File: src/rtl/i2s_rx.sv
// I2S receiver: oversamples sck/ws/sd on clk and delivers left/right sample pairs over valid/ready.
// Define I2S_RX_SYNC_EN to put a 2-flop synchronizer on each external line (default: single capture flop).
module i2s_rx #(
  parameter int WIDTH = 16
) (
  input  logic             clk,
  input  logic             reset,
  input  logic             sck,
  input  logic             ws,
  input  logic             sd,
  output logic [WIDTH-1:0] left,
  output logic [WIDTH-1:0] right,
  output logic             valid,
  input  logic             ready,
  output logic             overrun
);

  localparam int CW = $clog2(WIDTH + 1);

  logic             sck_s, ws_s, sd_s, sck_d;
  logic             bit_evt;
  logic             ws_prev, synced;
  logic [WIDTH-1:0] shreg, shreg_nx, word_nx;
  logic [CW-1:0]    count, count_nx;
  logic [WIDTH-1:0] word, left_hold;
  logic             word_ch, word_stb, left_ok;

`ifdef I2S_RX_SYNC_EN
  logic [2:0] meta;

  always_ff @(posedge clk or posedge reset) begin
    if (reset) begin
      meta                 <= '0;
      {sck_s, ws_s, sd_s}  <= '0;
    end else begin
      meta                 <= {sck, ws, sd};
      {sck_s, ws_s, sd_s}  <= meta;
    end
  end
`else
  always_ff @(posedge clk or posedge reset) begin
    if (reset) begin
      {sck_s, ws_s, sd_s} <= '0;
    end else begin
      {sck_s, ws_s, sd_s} <= {sck, ws, sd};
    end
  end
`endif

  always_ff @(posedge clk or posedge reset) begin
    if (reset) sck_d <= 1'b0;
    else       sck_d <= sck_s;
  end

  assign bit_evt = sck_s & ~sck_d;

  // Bits past WIDTH are dropped; a short word is left-justified with zero fill.
  always_comb begin
    shreg_nx = shreg;
    count_nx = count;
    if (count < CW'(WIDTH)) begin
      shreg_nx = {shreg[WIDTH-2:0], sd_s};
      count_nx = count + 1'b1;
    end
    word_nx = shreg_nx << (CW'(WIDTH) - count_nx);
  end

  // Stage 1: deserialize and detect word boundaries; the first boundary only aligns.
  always_ff @(posedge clk or posedge reset) begin
    if (reset) begin
      shreg    <= '0;
      count    <= '0;
      ws_prev  <= 1'b0;
      synced   <= 1'b0;
      word     <= '0;
      word_ch  <= 1'b0;
      word_stb <= 1'b0;
    end else begin
      word_stb <= 1'b0;
      if (bit_evt) begin
        ws_prev <= ws_s;
        if (ws_s != ws_prev) begin
          shreg    <= '0;
          count    <= '0;
          word     <= word_nx;
          word_ch  <= ws_prev;
          word_stb <= synced;
          synced   <= 1'b1;
        end else begin
          shreg <= shreg_nx;
          count <= count_nx;
        end
      end
    end
  end

  // Stage 2: pair left/right words and hand the frame off, dropping it if the slot is still occupied.
  always_ff @(posedge clk or posedge reset) begin
    if (reset) begin
      left_hold <= '0;
      left_ok   <= 1'b0;
      left      <= '0;
      right     <= '0;
      valid     <= 1'b0;
      overrun   <= 1'b0;
    end else begin
      if (valid && ready) valid <= 1'b0;
      if (word_stb) begin
        if (!word_ch) begin
          left_hold <= word;
          left_ok   <= 1'b1;
        end else if (left_ok) begin
          left_ok <= 1'b0;
          if (!valid || ready) begin
            left  <= left_hold;
            right <= word;
            valid <= 1'b1;
          end else begin
            overrun <= 1'b1;
          end
        end
      end
    end
  end

endmodule

File: config.mk
export PLATFORM = sky130hd
export DESIGN_NAME = i2s_rx
export DESIGN_NICKNAME = d
export VERILOG_FILES = /design/src/rtl/i2s_rx.sv
export SDC_FILE = /design/constraint.sdc
export NUM_CORES = 1
export LEC_CHECK = 0
export CORE_MARGIN = 8
export CORE_UTILIZATION = 25
export DETAILED_ROUTE_END_ITERATION = 6
export SYNTH_ARGS = -nofsm -noshare
export SYNTH_HDL_FRONTEND = slang
export SYNTH_SLANG_ARGS = --single-unit
File: constraint.sdc
create_clock -name clk -period 8.72 [get_ports clk]
set_input_delay 1.308 -clock clk [delete_from_list [all_inputs] [get_ports clk]]
set_output_delay 1.308 -clock clk [all_outputs]
set_load 0.01 [all_outputs]
==> results.sh, run 1 <==
export IMPL_max_cap_violations=0
export IMPL_required_ps=8900
export IMPL_yosysTopAreaCell="dfrtp_1"
export IMPL_ios=40
export IMPL_yosys_warnings=0
export IMPL_min_period_over_period=0.3343
export IMPL_power_frac_seq=0.447
export IMPL_grt_pass1_wl_um=15480
export IMPL_grt_busiest_layer="met2"
export IMPL_cts_htree_levels=3
export IMPL_p_leak_nw=2.364
export IMPL_die_h_um=150.1
export IMPL_yosysSeqAreaShare=0.5347
export IMPL_hold_depth=0
export IMPL_pwr_density_cell_nw_per_um2=215.2
export IMPL_cts_resized_gates=0
export IMPL_min_period_ps=2915
export IMPL_min_path_type="flop to flop"
export IMPL_grt_pass1_vias=2938
export IMPL_synth_area_um2=4493
export IMPL_combPwrFrac=0.223
export IMPL_cts_tree="done"
export IMPL_hold_slack_ps=397.4
export IMPL_finalSetupViolations=0
export IMPL_rsz0062_at_grt="no"
export IMPL_grt_max_degree=91
export IMPL_post_dp_hpwl_um=6326
export IMPL_p_sw_frac=0.3070
export IMPL_cp_max_fo=42
export IMPL_nNetsFinal=412
export IMPL_worst_r2r_cell_count=9
export IMPL_synthMostInstantiatedCell="dfrtp_1"
export IMPL_clock_path_buffers=2
export IMPL_finalPower_mw=1.157
export IMPL_worst_setup_path_end_kind="flop"
export IMPL_fmax_mhz=343.1
export IMPL_p_int_mw=0.8020
export IMPL_wl_per_cell_um=14.14
export IMPL_clk_latency_ps=340
export IMPL_cts_root_buffer="clkbuf_16"
export IMPL_peakVddDrop_v=0.00008155
export IMPL_switchingPower_mw=0.3553
export IMPL_overflow=0
export IMPL_syn_inst=369
export IMPL_numClockSinks=96
export IMPL_p_clk_frac=0.330
export IMPL_syn2layout_area_growth_pct=19.69
export IMPL_max_slew_margin=0.2498
export IMPL_coreArea_um2=17780
export IMPL_async_flop_share=1.000
export IMPL_postRouteWirelength_um=9038
export IMPL_fill_cells=1826
export IMPL_tightest_slew_ps=1125
export IMPL_grt_util_met1=0.1110
export IMPL_grt_usage=0.08546
export IMPL_fp_dieW_um=150.1
export IMPL_cp_start_kind="flop"
export IMPL_ant_nets=0
export IMPL_die_area_um2=22520
export IMPL_critical_path_class="flop to flop"
export IMPL_synth_nets=376
export IMPL_clk_pin_slew_ps=70
export IMPL_dr_pass1_iters=4
export IMPL_place_gp_congestion=0.7669
export IMPL_post_cts_buffers=0
export IMPL_cp_data_arrival_time_ps=3090
export IMPL_synth_common_cells="dfrtp_1 (96), mux2_2 (49), mux2i_1 (32), nand2_1 (32), nor2_1 (25)"
export IMPL_initial_utilization=0.2527
export IMPL_setup_tns_ps=0
export IMPL_ys_ff_latch=96
export IMPL_status="finished, final reports clean"
export IMPL_synth_top_cell_area_share=0.5347
export IMPL_synth_flop_cell="dfrtp_1"
export IMPL_cts_made_buffers=9
export IMPL_synth_avg_cell_area_um2=12.18
export IMPL_antennaDiodeCount=0
export IMPL_num_vias=2894
export IMPL_use_met2=0.1288
export IMPL_yosysUniqueCellTypes=50
export IMPL_drv_slew=0
export IMPL_fin_worst_skew_ps=11.39
export IMPL_antenna_found_initial=0
export IMPL_hold_buffers=0
export IMPL_synth_edff_count=0
export IMPL_drive_gt1_frac=0.2000
export IMPL_final_hold_viol_count=0
export IMPL_met3_usage=0.02661
export IMPL_numPortBuffers=39
export IMPL_rows=49
export IMPL_routed_via_density=4.529
export IMPL_drc_errors=0
export IMPL_drt_iter0_drc=117
export IMPL_synth_area_leaders="dfrtp_1 (53%), mux2_2 (12%), mux2i_1 (7.1%)"
[metrics by stage]
stage	setup WS [ps]	utilization	area, µm²	instances
floorplan	4907	-	4493	369
CTS	5813	0.3025	5378	639
finish	5805	0.3025	5378	639
global placement	5807	0.2864	5092	623
global route	5537	0.3025	5378	639
detailed placement	5766	0.2864	5092	623
[routing by layer]
layer / vias up / share of wire / routed length, µm
met5: - / 0 / 0
met4: 0 / 0.019 / 168
met3: 11 / 0.053 / 475
met2: 40 / 0.46 / 4114
met1: 1448 / 0.47 / 4280
li1: 1395 / - / -
[power groups by stage]
| stage | clock (mW) | sequential, mW | combinational (mW) |
|---|---|---|---|
| after floorplan | 0 | 0.523 | 0.195 |
| after global placement | 0 | 0.525 | 0.259 |
| after detailed placement | 0 | 0.527 | 0.261 |
| after CTS | 0.393 | 0.518 | 0.263 |
| after global routing | 0.410 | 0.524 | 0.285 |
| final | 0.382 | 0.517 | 0.258 |
[flip-flops by register name, indices dropped and copies added, names as in the netlist, 5 cells and up]
register   flops
count          5
left          16
left_hold     16
right         16
shreg         16
word          16
[critical path, stage by stage (launching register included)]
cell	delay, ps
dfrtp_1	320
buf_4	410
ha_1	330
nand2b_1	160
xnor2_1	150
o21ai_2	150
xor2_2	680
nor2_1	200
a22oi_1	190
o21ai_0	130
[cells by family after synthesis]
kind of cell,count (synthesis),synth area share
AO/OA/AOI/OAI,79,0.1259
AND/OR/NAND/NOR,76,0.07463
multiplexers,84,0.2025
adder cells (fa/ha/maj),1,0.002784
XOR/XNOR,10,0.02952
buffers and inverters,23,0.03007
flip-flops,96,0.5347
[final cells by class]
type                       count  area (µm²)  share of cell area
inverter                       4       17.52            0.003257
timing repair buffer          44       427.9             0.07957
sequential                    96        2402              0.4467
clock buffer                   9       225.2             0.04188
multi-input combinational    250        1958              0.3641
tap                          229       286.5             0.05328
clock inverter                 7       60.06             0.01117
[path summary, 6_finish.rpt]
check | end | startpoint | slack [ps]
setup reg to reg | word[9] | count[0] | 5810
max in group asynchronous | shreg[1] | reset | 6220
hold / removal | sck_d | sck_s | 400
hold reg to reg | sck_d | sck_s | 400
setup / recovery | word[9] | count[0] | 5810
min in group asynchronous | word_ch | reset | 1200
[cell usage in the layout (no fill, tap or decap), types with 4 or more instances in the layout]
| master | Yosys | routed |
|---|---|---|
| a21oi_1 | 14 | 14 |
| a22o_1 | 19 | 19 |
| a22oi_1 | 4 | 4 |
| buf_4 | 2 | 5 |
| clkbuf_16 | 0 | 9 |
| clkdlybuf4s50_1 | 0 | 39 |
| dfrtp_1 | 96 | 96 |
| mux2_2 | 49 | 49 |
| mux2i_1 | 32 | 32 |
| nand2_1 | 32 | 32 |
| nand2b_1 | 5 | 5 |
| nor2_1 | 25 | 25 |
| nor2b_1 | 8 | 7 |
| o21ai_0 | 15 | 15 |
| xnor2_1 | 4 | 4 |
(Power assumes the default switching activity.)
==> run 2: changes to the inputs <==
Clock period 8.72 ns to 2.55 ns, I/O delays scaled along.
==> results.sh, run 2 (same netlist as run 1, synthesis figures left out) <==
export IMPL_setup_tns_ps=0
export IMPL_ff_latch_area_um2=2402
export IMPL_layout_commonest_cell="dfrtp_1"
export IMPL_fill_cells=1810
export IMPL_wl_per_cell_um=14.02
export IMPL_grt_max_degree=43
export IMPL_dr_pass1_iters=4
export IMPL_finalSetupViolations=0
export IMPL_coreArea_um2=17780
export IMPL_final_cell_mix="dfrtp_1 (96), mux2_2 (49), clkdlybuf4s50_1 (39)"
export IMPL_syn2layout_area_growth_pct=22.67
export IMPL_overflow=0
export IMPL_instances_no_fill=647
export IMPL_cts_made_buffers=9
export IMPL_worst_setup_path_end_kind="flop"
export IMPL_clk_pin_slew_ps=70
export IMPL_nNetsFinal=420
export IMPL_fp_dieW_um=150.1
export IMPL_status="finished, final reports clean"
export IMPL_multi_input_area_um2=1958
export IMPL_cts_root_buffer="clkbuf_16"
export IMPL_place_gp_congestion=0.8643
export IMPL_rsz0062_at_grt="no"
export IMPL_cp_start_kind="flop"
export IMPL_routed_via_density=4.555
export IMPL_drive_gt1_frac=0.2129
export IMPL_path_cells="ha_1, nor2b_2, a21oi_4, xnor2_4, nor2_1, a211oi_1, a211oi_1, a211o_2"
export IMPL_max_stage_delay_ps=450
export IMPL_post_cts_buffers=0
export IMPL_ant_nets=0
export IMPL_critical_path_class="flop to flop"
export IMPL_grt_pass1_vias=2972
export IMPL_final_hold_viol_count=0
export IMPL_cts_resized_gates=0
export IMPL_max_cap_violations=0
export IMPL_postRouteWirelength_um=9068
export IMPL_fin_worst_skew_ps=6.433
export IMPL_tightest_slew_ps=665.3
export IMPL_numClockSinks=96
export IMPL_drt_iter0_drc=103
export IMPL_min_path_type="flop to flop"
export IMPL_num_vias=2947
export IMPL_fmax_mhz=433.7
export IMPL_p_leak_nw=2.430
export IMPL_grt_pass1_wl_um=15380
export IMPL_min_period_ps=2306
export IMPL_antennaDiodeCount=0
export IMPL_die_h_um=150.1
export IMPL_clk_latency_ps=340
export IMPL_path_common_cell="a211oi_1"
export IMPL_drc_errors=0
export IMPL_cp_data_arrival_time_ps=2540
export IMPL_peakVddDrop_v=0.0003425
export IMPL_cts_tree="done"
export IMPL_min_period_over_period=0.9042
export IMPL_pwr_density_cell_nw_per_um2=747.5
export IMPL_required_ps=2780
export IMPL_antenna_found_initial=0
export IMPL_clock_path_buffers=2
export IMPL_dp_cells=631
export IMPL_cp_max_fo=9
export IMPL_post_dp_hpwl_um=6747
export IMPL_slowest_stage="dfrtp_1"
export IMPL_rows=49
export IMPL_hold_buffers=0
export IMPL_ios=40
export IMPL_initial_utilization=0.2527
export IMPL_grt_usage=0.08519
export IMPL_max_slew_margin=0.5554
export IMPL_cts_htree_levels=3
export IMPL_die_area_um2=22520
export IMPL_drv_slew=0
export IMPL_numPortBuffers=39
run 2: final cells by class:
cell class,instances,share of cell area
well taps,229,0.05199
multi-input cells,250,0.3553
flip-flops and latches,96,0.4359
clock buffers,10,0.04154
clock inverters,6,0.01657
repair buffers,52,0.09535
inverters,4,0.003405
run 2: worst max-delay path, delay by kind of cell, from the launching register on:
family	cells	cell delay, ps
AOI/OAI and AO/OA	4	890
xor gates and xnor gates	1	220
adders and majority gates	1	350
DFF	1	450
and+or+nand+nor	2	280
run 2: metrics by stage:
step | setup slack [ps] | utilization | total power, mW | cell area [µm²] | hold slack [ps]
2_1_floorplan | 318.3 | - | 2.456 | 4497 | 367.7
3_3_place_gp | 302.2 | 0.2920 | 2.705 | 5191 | 378.3
3_5_place_dp | 241.9 | 0.2920 | 2.730 | 5191 | 392.5
4_1_cts | 242.2 | 0.3100 | 4.175 | 5512 | 407.2
5_1_grt | 91.63 | 0.3100 | 4.333 | 5512 | 416.6
6_report | 244.3 | 0.3100 | 4.120 | 5512 | 400.9
run 2: path summary, 6_finish.rpt:
check / from / to / slack [ps] / depth (start not counted)
max in group asynchronous: reset / left[12] / 1520 / 3
setup / recovery: count[0] / word[12] / 240 / 8
setup reg to reg: count[0] / word[12] / 240 / 8
hold / removal: sck_s / sck_d / 400 / 0
hold reg to reg: sck_s / sck_d / 400 / 0
min in group asynchronous: reset / left[7] / 450 / 2
run 2: routing by layer:
metal,global-route usage,wire length (µm),share of wire
met5,0,0,0
met4,0.03298,156,0.017
met3,0.02480,374,0.041
met2,0.1331,4253,0.47
met1,0.1090,4284,0.47
run 2: power by group:
part / total, mW / leakage (nW) / switching, mW / internal (mW)
Clock: 1.43 / 0.157 / 0.567 / 0.864
Sequential: 1.78 / 1.31 / 0.116 / 1.66
Combinational: 0.912 / 0.961 / 0.482 / 0.430
==> run 3: changes to the inputs <==
Settings changed: PLACE_DENSITY from default to 0.52.
==> results.sh, run 3 (same netlist as run 1, synthesis figures left out) <==
export IMPL_fin_worst_skew_ps=7.882
export IMPL_max_cap_violations=0
export IMPL_final_hold_viol_count=0
export IMPL_instances_no_fill=647
export IMPL_wl_per_cell_um=14.12
export IMPL_ant_nets=0
export IMPL_die_h_um=150.1
export IMPL_post_dp_hpwl_um=6531
export IMPL_overflow=0
export IMPL_clk_pin_slew_ps=70
export IMPL_cp_max_fo=9
export IMPL_grt_max_degree=97
export IMPL_routed_via_density=4.484
export IMPL_hold_depth=0
export IMPL_max_slew_margin=0.5562
export IMPL_ios=40
export IMPL_peakVddDrop_v=0.0003207
export IMPL_final_cell_mix="dfrtp_1 (96), mux2_2 (49), clkdlybuf4s50_1 (39)"
export IMPL_drt_iter0_drc=143
export IMPL_hold_path_startpoint="sck_s"
export IMPL_antenna_found_initial=0
export IMPL_pwr_density_cell_nw_per_um2=740.7
export IMPL_rsz0062_at_grt="no"
export IMPL_layout_commonest_cell="dfrtp_1"
export IMPL_fill_cells=1826
export IMPL_min_path_type="flop to flop"
export IMPL_finalSetupViolations=0
export IMPL_dp_cells=631
export IMPL_rows=49
export IMPL_numPortBuffers=39
export IMPL_place_gp_congestion=0.8281
export IMPL_fmax_mhz=436.1
export IMPL_r2r_start="count[1]"
export IMPL_antennaDiodeCount=0
export IMPL_post_cts_buffers=0
export IMPL_drv_slew=0
export IMPL_grt_pass1_vias=2924
export IMPL_hold_buffers=0
export IMPL_drive_gt1_frac=0.2153
export IMPL_grt_pass1_wl_um=15660
export IMPL_cts_root_buffer="clkbuf_16"
export IMPL_coreArea_um2=17780
export IMPL_postRouteWirelength_um=9134
export IMPL_setup_tns_ps=0
export IMPL_cts_tree="done"
export IMPL_die_area_um2=22520
export IMPL_worst_setup_path_end_kind="flop"
export IMPL_hold_end="sck_d"
export IMPL_p_leak_nw=2.412
export IMPL_finalPower_mw=4.061
export IMPL_critical_path_class="flop to flop"
export IMPL_numClockSinks=96
export IMPL_num_vias=2901
export IMPL_r2r_setup_slack_ps=260
export IMPL_cts_htree_levels=3
export IMPL_min_period_over_period=0.8993
export IMPL_drc_errors=0
export IMPL_clk_latency_ps=350
export IMPL_status="finished, final reports clean"
export IMPL_grt_usage=0.08746
export IMPL_cts_resized_gates=0
export IMPL_initial_utilization=0.2527
export IMPL_syn2layout_area_growth_pct=22.03
export IMPL_hold_slack_ps=398.4
export IMPL_required_ps=2800
export IMPL_worst_r2r_cell_count=7
export IMPL_rr_endpoint="word[15]"
export IMPL_tightest_slew_ps=664.1
export IMPL_min_period_ps=2293
export IMPL_cts_made_buffers=9
export IMPL_fp_dieW_um=150.1
export IMPL_cp_data_arrival_time_ps=2550
export IMPL_nNetsFinal=420
export IMPL_dr_pass1_iters=4
export IMPL_cp_start_kind="flop"
export IMPL_clock_path_buffers=2
## run 3: changes by cell type in the layout (fill, tap and decap cells not counted)
cell        previous run  this run
buf_12                 3         2
buf_4                 10        11
bufinv_16              2         1
clkbuf_1               1         0
clkinv_4               2         1
clkinvlp_4             1         3
inv_8                  0         1
## run 3: metal layers
| layer | share of wire | vias up | global-route usage |
|---|---|---|---|
| met5 | 0 | - | 0 |
| met4 | 0.020 | 0 | 0.03948 |
| met3 | 0.046 | 10 | 0.02238 |
| met2 | 0.45 | 49 | 0.1318 |
| met1 | 0.48 | 1426 | 0.1157 |
| li1 | - | 1416 | - |
## run 3: through the flow
step / worst slack, ps / area (µm²) / utilization
floorplan: 318.3 / 4497 / -
global placement: 324.4 / 5179 / 0.2913
detailed placement: 286.2 / 5179 / 0.2913
CTS: 274.8 / 5483 / 0.3084
global route: 128.9 / 5483 / 0.3084
finish: 256.8 / 5483 / 0.3084
## run 3: cell type report
cell class              instances  area [µm²]  area share
flip-flops and latches         96        2402      0.4382
clock inverters                 7       78.83     0.01438
inverters                       4       18.77    0.003423
repair buffers                 52       513.0     0.09356
well taps                     229       286.5     0.05226
multi-input cells             250        1958      0.3571
clock buffers                   9       225.2     0.04108
## run 3: worst max-delay path, stage by stage (launching register included)
cell and delay (ps):
dfrtp_1 450, ha_1 330, nor2b_2 180, a21oi_4 270, xnor2_4 220, mux2i_1 390
mux2i_1 160, o221ai_1 190
## run 3: worst max-delay path by stage
stage / to / from / cells past startpoint
after global routing: word[11] / count[1] / 8
final: word[15] / count[1] / 7
after global placement: word[12] / count[1] / 8
after CTS: word[12] / count[1] / 8
after detailed placement: word[12] / count[1] / 8
after floorplan: word[12] / count[0] / 8
## run 3: power by group
part	switching, mW	internal, mW
clock network	0.596	0.770
registers	0.110	1.66
logic	0.487	0.437
total	1.19	2.87
